`config.mk`:
```
export PLATFORM = sky130hd
export DESIGN_NAME = muldiv_unit
export DESIGN_NICKNAME = d
export VERILOG_FILES = /design/src/rtl/muldiv_unit.sv
export SDC_FILE = /design/constraint.sdc
export NUM_CORES = 1
export LEC_CHECK = 0
export BUFFER_PORTS_ARGS = -buffer_cell sky130_fd_sc_hd__buf_2
export CORE_ASPECT_RATIO = 1.4
export CORE_MARGIN = 3
export CORE_UTILIZATION = 38
export DETAILED_ROUTE_END_ITERATION = 6
export PLACE_DENSITY = 0.58
export SLEW_MARGIN = 20
export SYNTH_ARGS = -nofsm -noshare
export SYNTH_HDL_FRONTEND = slang
export SYNTH_SLANG_ARGS = --single-unit
```
`constraint.sdc`:
```
create_clock -name clk -period 9.27 [get_ports clk]
set_input_delay 2.781 -clock clk [delete_from_list [all_inputs] [get_ports clk]]
set_output_delay 2.781 -clock clk [all_outputs]
set_load 0.01 [all_outputs]
```
`src/rtl/muldiv_unit.sv`:
```
// Iterative signed/unsigned multiply (shift-add) and restoring divide; one op in flight.
// Latency WIDTH+2 cycles (1 for divide-by-zero); start is only accepted while idle, never queued.
module muldiv_unit #(
  parameter int WIDTH = 32
) (
  input  logic             clk,
  input  logic             reset,
  input  logic             start,
  input  logic [1:0]       op,
  input  logic [WIDTH-1:0] a,
  input  logic [WIDTH-1:0] b,
  output logic [WIDTH-1:0] hi,
  output logic [WIDTH-1:0] lo,
  output logic             busy,
  output logic             done,
  output logic             div_zero
);

  localparam int CW = $clog2(WIDTH);
  localparam logic [CW-1:0] LAST = CW'(WIDTH - 1);

  typedef enum logic [1:0] {IDLE, CALC, FIX, DONE} state_t;

  state_t           state, state_nxt;
  logic [CW-1:0]    cnt;
  logic [WIDTH-1:0] work_hi, work_lo, opnd;
  logic             is_div, neg_res, neg_rem;

  // op[1] selects divide, op[0] selects unsigned
  logic             op_signed, a_neg, b_neg, by_zero;
  logic [WIDTH-1:0] mag_a, mag_b;

  assign op_signed = ~op[0];
  assign a_neg     = op_signed & a[WIDTH-1];
  assign b_neg     = op_signed & b[WIDTH-1];
  assign mag_a     = a_neg ? -a : a;
  assign mag_b     = b_neg ? -b : b;
  assign by_zero   = op[1] && (b == '0);

  logic [WIDTH-1:0]   addend;
  logic [WIDTH:0]     sum;
  logic [WIDTH:0]     shifted;
  logic               ge;
  logic [WIDTH-1:0]   diff;
  logic [2*WIDTH-1:0] prod_neg;
  logic [WIDTH-1:0]   fix_hi, fix_lo;

  // Multiply keeps {work_hi, work_lo} as the partial product with the
  // multiplier shifting out of work_lo; divide keeps remainder in work_hi
  // and shifts the dividend out / quotient in through work_lo.
  assign addend   = work_lo[0] ? opnd : '0;
  assign sum      = {1'b0, work_hi} + {1'b0, addend};
  assign shifted  = {work_hi, work_lo[WIDTH-1]};
  assign ge       = shifted >= {1'b0, opnd};
  assign diff     = shifted[WIDTH-1:0] - opnd;
  assign prod_neg = -{work_hi, work_lo};

  always_comb begin
    fix_hi = work_hi;
    fix_lo = work_lo;
    if (is_div) begin
      if (neg_rem) fix_hi = -work_hi;
      if (neg_res) fix_lo = -work_lo;
    end else if (neg_res) begin
      fix_hi = prod_neg[2*WIDTH-1:WIDTH];
      fix_lo = prod_neg[WIDTH-1:0];
    end
  end

  always_comb begin
    state_nxt = state;
    case (state)
      IDLE: if (start) state_nxt = by_zero ? DONE : CALC;
      CALC: if (cnt == LAST) state_nxt = FIX;
      FIX:  state_nxt = DONE;
      DONE: state_nxt = IDLE;
      default: state_nxt = IDLE;
    endcase
  end

  always_ff @(posedge clk or posedge reset) begin
    if (reset) state <= IDLE;
    else       state <= state_nxt;
  end

  always_ff @(posedge clk or posedge reset) begin
    if (reset) begin
      cnt      <= '0;
      work_hi  <= '0;
      work_lo  <= '0;
      opnd     <= '0;
      is_div   <= 1'b0;
      neg_res  <= 1'b0;
      neg_rem  <= 1'b0;
      hi       <= '0;
      lo       <= '0;
      div_zero <= 1'b0;
    end else begin
      case (state)
        IDLE: begin
          if (start) begin
            cnt      <= '0;
            is_div   <= op[1];
            neg_res  <= a_neg ^ b_neg;
            neg_rem  <= a_neg;
            div_zero <= by_zero;
            work_hi  <= '0;
            work_lo  <= op[1] ? mag_a : mag_b;
            opnd     <= op[1] ? mag_b : mag_a;
          end
        end
        CALC: begin
          cnt <= (cnt == LAST) ? '0 : cnt + CW'(1);
          if (is_div) begin
            work_hi <= ge ? diff : shifted[WIDTH-1:0];
            work_lo <= {work_lo[WIDTH-2:0], ge};
          end else begin
            work_hi <= sum[WIDTH:1];
            work_lo <= {sum[0], work_lo[WIDTH-1:1]};
          end
        end
        FIX: begin
          // Result registers update on the edge entering DONE so they are valid while done is high
          work_hi <= fix_hi;
          work_lo <= fix_lo;
          hi      <= fix_hi;
          lo      <= fix_lo;
        end
        default: ;
      endcase
    end
  end

  assign busy = (state != IDLE);
  assign done = (state == DONE);

endmodule

```
**Word-level counts from Yosys, hierarchy flattened**

Index checks and enable logic that the tools add are counted.

- Register bits: 171
- Output and inout bits: 67

- Muxes and demuxes: 25
- Reductions and logical operators: 10
- Eq/ne operators: 6
- Add/subtract/negate cells: 8
- Bitwise logic cells: 4
- Magnitude comparators: 1

Operator list:

| cell | number |
|---|---|
| $mux W32 | 16 |
| $pmux W32 S3 | 2 |
| $neg A32 Y32 | 4 |
| $neg A64 Y64 | 1 |
| $add A32 B32 Y33 | 1 |
| $ge A33 B32 Y1 | 1 |
| $logic_not A32 Y1 | 1 |
| $sub A32 B32 Y32 | 1 |
| $mux W5 | 2 |
| $pmux W5 S2 | 1 |
| $pmux W2 S4 | 1 |
| $reduce_and A2 Y1 | 4 |
| $mux W2 | 3 |
| $add A5 B1 Y5 const B | 1 |
| $eq A5 B5 Y1 const B | 1 |
| $eq A2 B2 Y1 const B | 2 |
| $ne A2 B2 Y1 const B | 2 |
| $reduce_bool A2 Y1 | 2 |
| $reduce_bool A3 Y1 | 1 |
| $and A1 B1 Y1 | 2 |
| $eq A2 B1 Y1 const B | 1 |
| $logic_not A2 Y1 | 1 |
| $logic_and A1 B1 Y1 | 1 |
| $not A1 Y1 | 1 |
| $xor A1 B1 Y1 | 1 |

**Logic depth before layout (Yosys ltp)**

- Depth in word-level cells: 6
- Mapped depth: 14

**Worst setup path before layout**

Ideal clock, no wire load.

- Path kind: in2reg
- From: input a[9]
- To: register work_lo[29]
- Path buffers: 0
- Stages: 8
- Setup time: 126 ps
- Setup slack: 4028 ps
- Data required time: 9144 ps
- Arrival time: 5116 ps
- Cells stage by stage: or4_1 > nor4_2 > nand4_1 > or4_1 > o21ai_1 > xor2_1 > mux2i_1 > a221o_1

- Word-level cells in the longest chain between the ends: 5

RTL lines:

| element | RTL line | RTL |
|---|---|---|
| from (decl) | 10 | `input logic [WIDTH-1:0] a,` |
| $neg A32 Y32 | 36 | `assign mag_a = a_neg ? -a : a;` |
| $mux W32 | 36 |  |
| $mux W32 | 108 | `work_lo <= op[1] ? mag_a : mag_b;` |
| $mux W32 | 101 | `if (start) begin` |
| $pmux W32 S3 | 99 | `case (state)` |
| to (signal assigned) | 108 |  |
| to (signal assigned) | 116 | `work_lo <= {work_lo[WIDTH-2:0], ge};` |
| to (signal assigned) | 119 | `work_lo <= {sum[0], work_lo[WIDTH-1:1]};` |
| to (decl) | 26 | `logic [WIDTH-1:0] work_hi, work_lo, opnd;` |

No other way between the ends. The select of a mux whose other input is x is not followed.
A chain may end at the register's enable or synchronous reset.

**Worst setup path in the final report**

- From: input a[3]
- To: register work_lo[26]

Same word-level chain as after synthesis.

==> summary.txt <==
Floorplan
  • Die Wd: 177 um
  • Core area: 40400 um^2
  • Top Ports: 136
  • Die height: 245 um
  • Die area: 43400 um^2
  • Cell row count: 87
  • Initial core utilization: 38.5%

Clock tree
  • Clock Path Buffers: 2
  • CTS H-tree lvls: 4
  • Clock slew at reported path FFs: 0.07 ns
  • Post-CTS setup buffers: 0
  • CTS tree: yes
  • Resized cells post-CTS: 0
  • Clock Latency Late Sink: 0.45 ns
  • Root Driver: clkbuf_16
  • Total clock buffers created by CTS: 17
  • CTS sink cnt: 171
  • Post-CTS Hold Fix Bufs: 0

Global route
  • Most Used Layer, Global Route: met2
  • GR Util All Layers: 25.9%
  • Initial antenna violation count: 0
  • Gr ovfl total: 0
  • M3 GR Usage: 2.48%
  • Met1 GRT Util: 28.1%
  • Largest net degree at the start of global routing: 85
  • Grt met2 use: 46.1%
  • First-pass GRT wire length: 86300 um
  • Vias in the first global route: 14872

Cells and area
  • Non-Filler Instances: 2616
  • Most common cell after layout, fill and taps aside: o21ai_0
  • Final antenna diode count: 0
  • Most frequent cells in the layout: o21ai_0, nand2_1, nor2_1
  • Layout cells sized above 1: 12.9%
  • Fin nets: 2217
  • Synthesis-to-finish area growth: 10.1%

Critical path
  • Worst setup SP type: input port
  • Critical Path AT: 5.96 ns
  • Crit Path Max Fanout: 5
  • CP Class: in2reg
  • Reg-to-reg slack, setup: 4.90 ns
  • Critical path capture point type: flip-flop
  • Worst Path Required: 9.60 ns

Logic synthesis
  • Top cell type's share of synthesized area: 27.5%
  • Mapped Avg Cell Area: 7.68 um^2
  • Netlist cell types: 75
  • Synth top area cells: dfrtp_1, o21ai_0, xnor2_1
  • Fraction of registers with async set/reset: 100%
  • Post-Syn Nets: 2171
  • Syn Inst Count: 2024
  • Ys Warns: 0
  • Post-Syn Area: 15500 um^2
  • Post-synth top area cell: dfrtp_1
  • Main synth FF type: dfrtp_1
  • Number of synthesized flops with an enable pin: 0
  • Flops & latches, synth: 171
  • Register area share after synthesis: 27.5%

Pwr
  • Cell Pwr Density: 389 nW/um^2
  • Maximum VDD drop: 0.000193 V
  • P_leak: 7.56 nW

Timing
  • Final worst clock skew: 0.0156 ns
  • Worst-margin pin slew: 1.10 ns
  • Achievable frequency: 178 MHz
  • Minimum clock period: 5.63 ns
  • Final Max Slew Viols: 0
  • Endpoints failing setup: 0
  • Slew Limit Headroom: 26.8%
  • Final Cycle Share: 60.7%
  • Fin Setup TNS: 0 ns
  • Hold Fails Final Rpt: 0
  • RSZ-0062 raised after global routing: false

Route
  • Routed vias: 15339
  • WL per Instance: 21.7 um
  • Drt first pass iters: 6
  • Via-to-Cell Ratio: 5.86
  • Number of remaining DRC errors: 0
  • Final WL: 56600 um
  • Iter 0 DRT Violations: 1179
  • Post-route ant nets: 0

Placement
  • Final GP Congestion: 0.991
  • Cells after DPL: 2585
  • Port bufs: 135
  • HPWL after DPL: 44800 um

Run status
  • Status: completed

Hold path
  • Min-delay worst type: reg2reg

Flow run
  • Max-cap viol count: 0
final cells by class:
class	count	area, um^2
fillers	4076	23300
multi-input cells	1643	10500
flip-flops and latches	171	4280
repair buffers	149	781
clock inverters	11	113
clock buffers	20	457
inverters	88	335
well taps	534	668
registers in the layout, indices dropped and copies added (netlist names):
register  cells
hi           32
cnt           5
work_hi      32
neg_res       1
state         2
lo           32
div_zero      1
opnd         32
work_lo      32
is_div        1
neg_rem       1
synthesized netlist by cell type, types with 31 or more instances:
library cell	n
o31ai_1	31
nand3_1	54
ha_1	76
mux2_2	57
or3_1	32
a21oi_1	166
nand2_1	216
xor2_1	56
xnor2_1	110
dfrtp_1	171
clkbuf_1	101
inv_1	88
o21ai_0	227
nor2_1	199
nor3_1	41
per-layer routing:
| layer | routed length [um] | part of all wire (%) | vias to the layer above |
|---|---|---|---|
| li1 | - | - | 7375 |
| met1 | 21100 | 37 | 7277 |
| met2 | 28700 | 51 | 517 |
| met3 | 1880 | 3.3 | 170 |
| met4 | 4980 | 8.8 | 0 |
| met5 | 0 | 0 | - |
worst max-delay path, cell delays in order:
cell	delay, ns
buf_2	0.12
or3_1	0.42
nor3b_1	0.58
nand2_1	0.26
nor4_1	0.91
a21oi_1	0.18
xnor2_1	0.24
a21oi_1	0.12
a221o_1	0.35
final timing paths:
path / to / cells past startpoint / start
worst min-delay path: opnd[20]$_DFFE_PP0P_ / 2 / opnd[20]$_DFFE_PP0P_
min in group asynchronous: cnt[2]$_DFFE_PP0P_ / 2 / reset
worst min register to register: opnd[20]$_DFFE_PP0P_ / 2 / opnd[20]$_DFFE_PP0P_
max in group asynchronous: work_lo[23]$_DFFE_PP0P_ / 3 / reset
worst max register to register: work_hi[4]$_DFFE_PP0P_ / 11 / work_hi[0]$_DFFE_PP0P_
worst max-delay path: work_lo[26]$_DFFE_PP0P_ / 9 / a[3]
per-stage QoR:
step / util, % / instance area, um^2 / power (mW) / setup slack, ns / hold slack (ns)
floorplan: - / 15500 / 4.45 / 1.86 / 0.439
global placement: 41.0 / 16500 / 5.86 / 3.25 / 0.455
detailed placement: 41.0 / 16500 / 5.90 / 3.24 / 0.463
CTS: 42.4 / 17100 / 6.63 / 3.71 / 0.477
global route: 42.4 / 17100 / 7.15 / 3.48 / 0.507
finish: 42.4 / 17100 / 6.65 / 3.64 / 0.474
power breakdown:
group	leakage [nW]	switching, mW	total, mW	internal, mW
Sequential	2.16	0.498	1.58	1.08
Clock	0.277	0.324	0.711	0.388
Combinational	5.12	2.76	4.36	1.61
logic make-up after synthesis:
family	count (synthesis)	synth area share, %
multiplexers	77	5.42
buffers and inverters	210	5.16
AO/OA/AOI/OAI	660	26.5
AND/OR/NAND/NOR	662	19.6
XOR/XNOR	166	9.36
adder cells (fa/ha/maj)	78	6.38
flip-flops	171	27.5
Note: power is estimated with default switching activity, not from simulation.
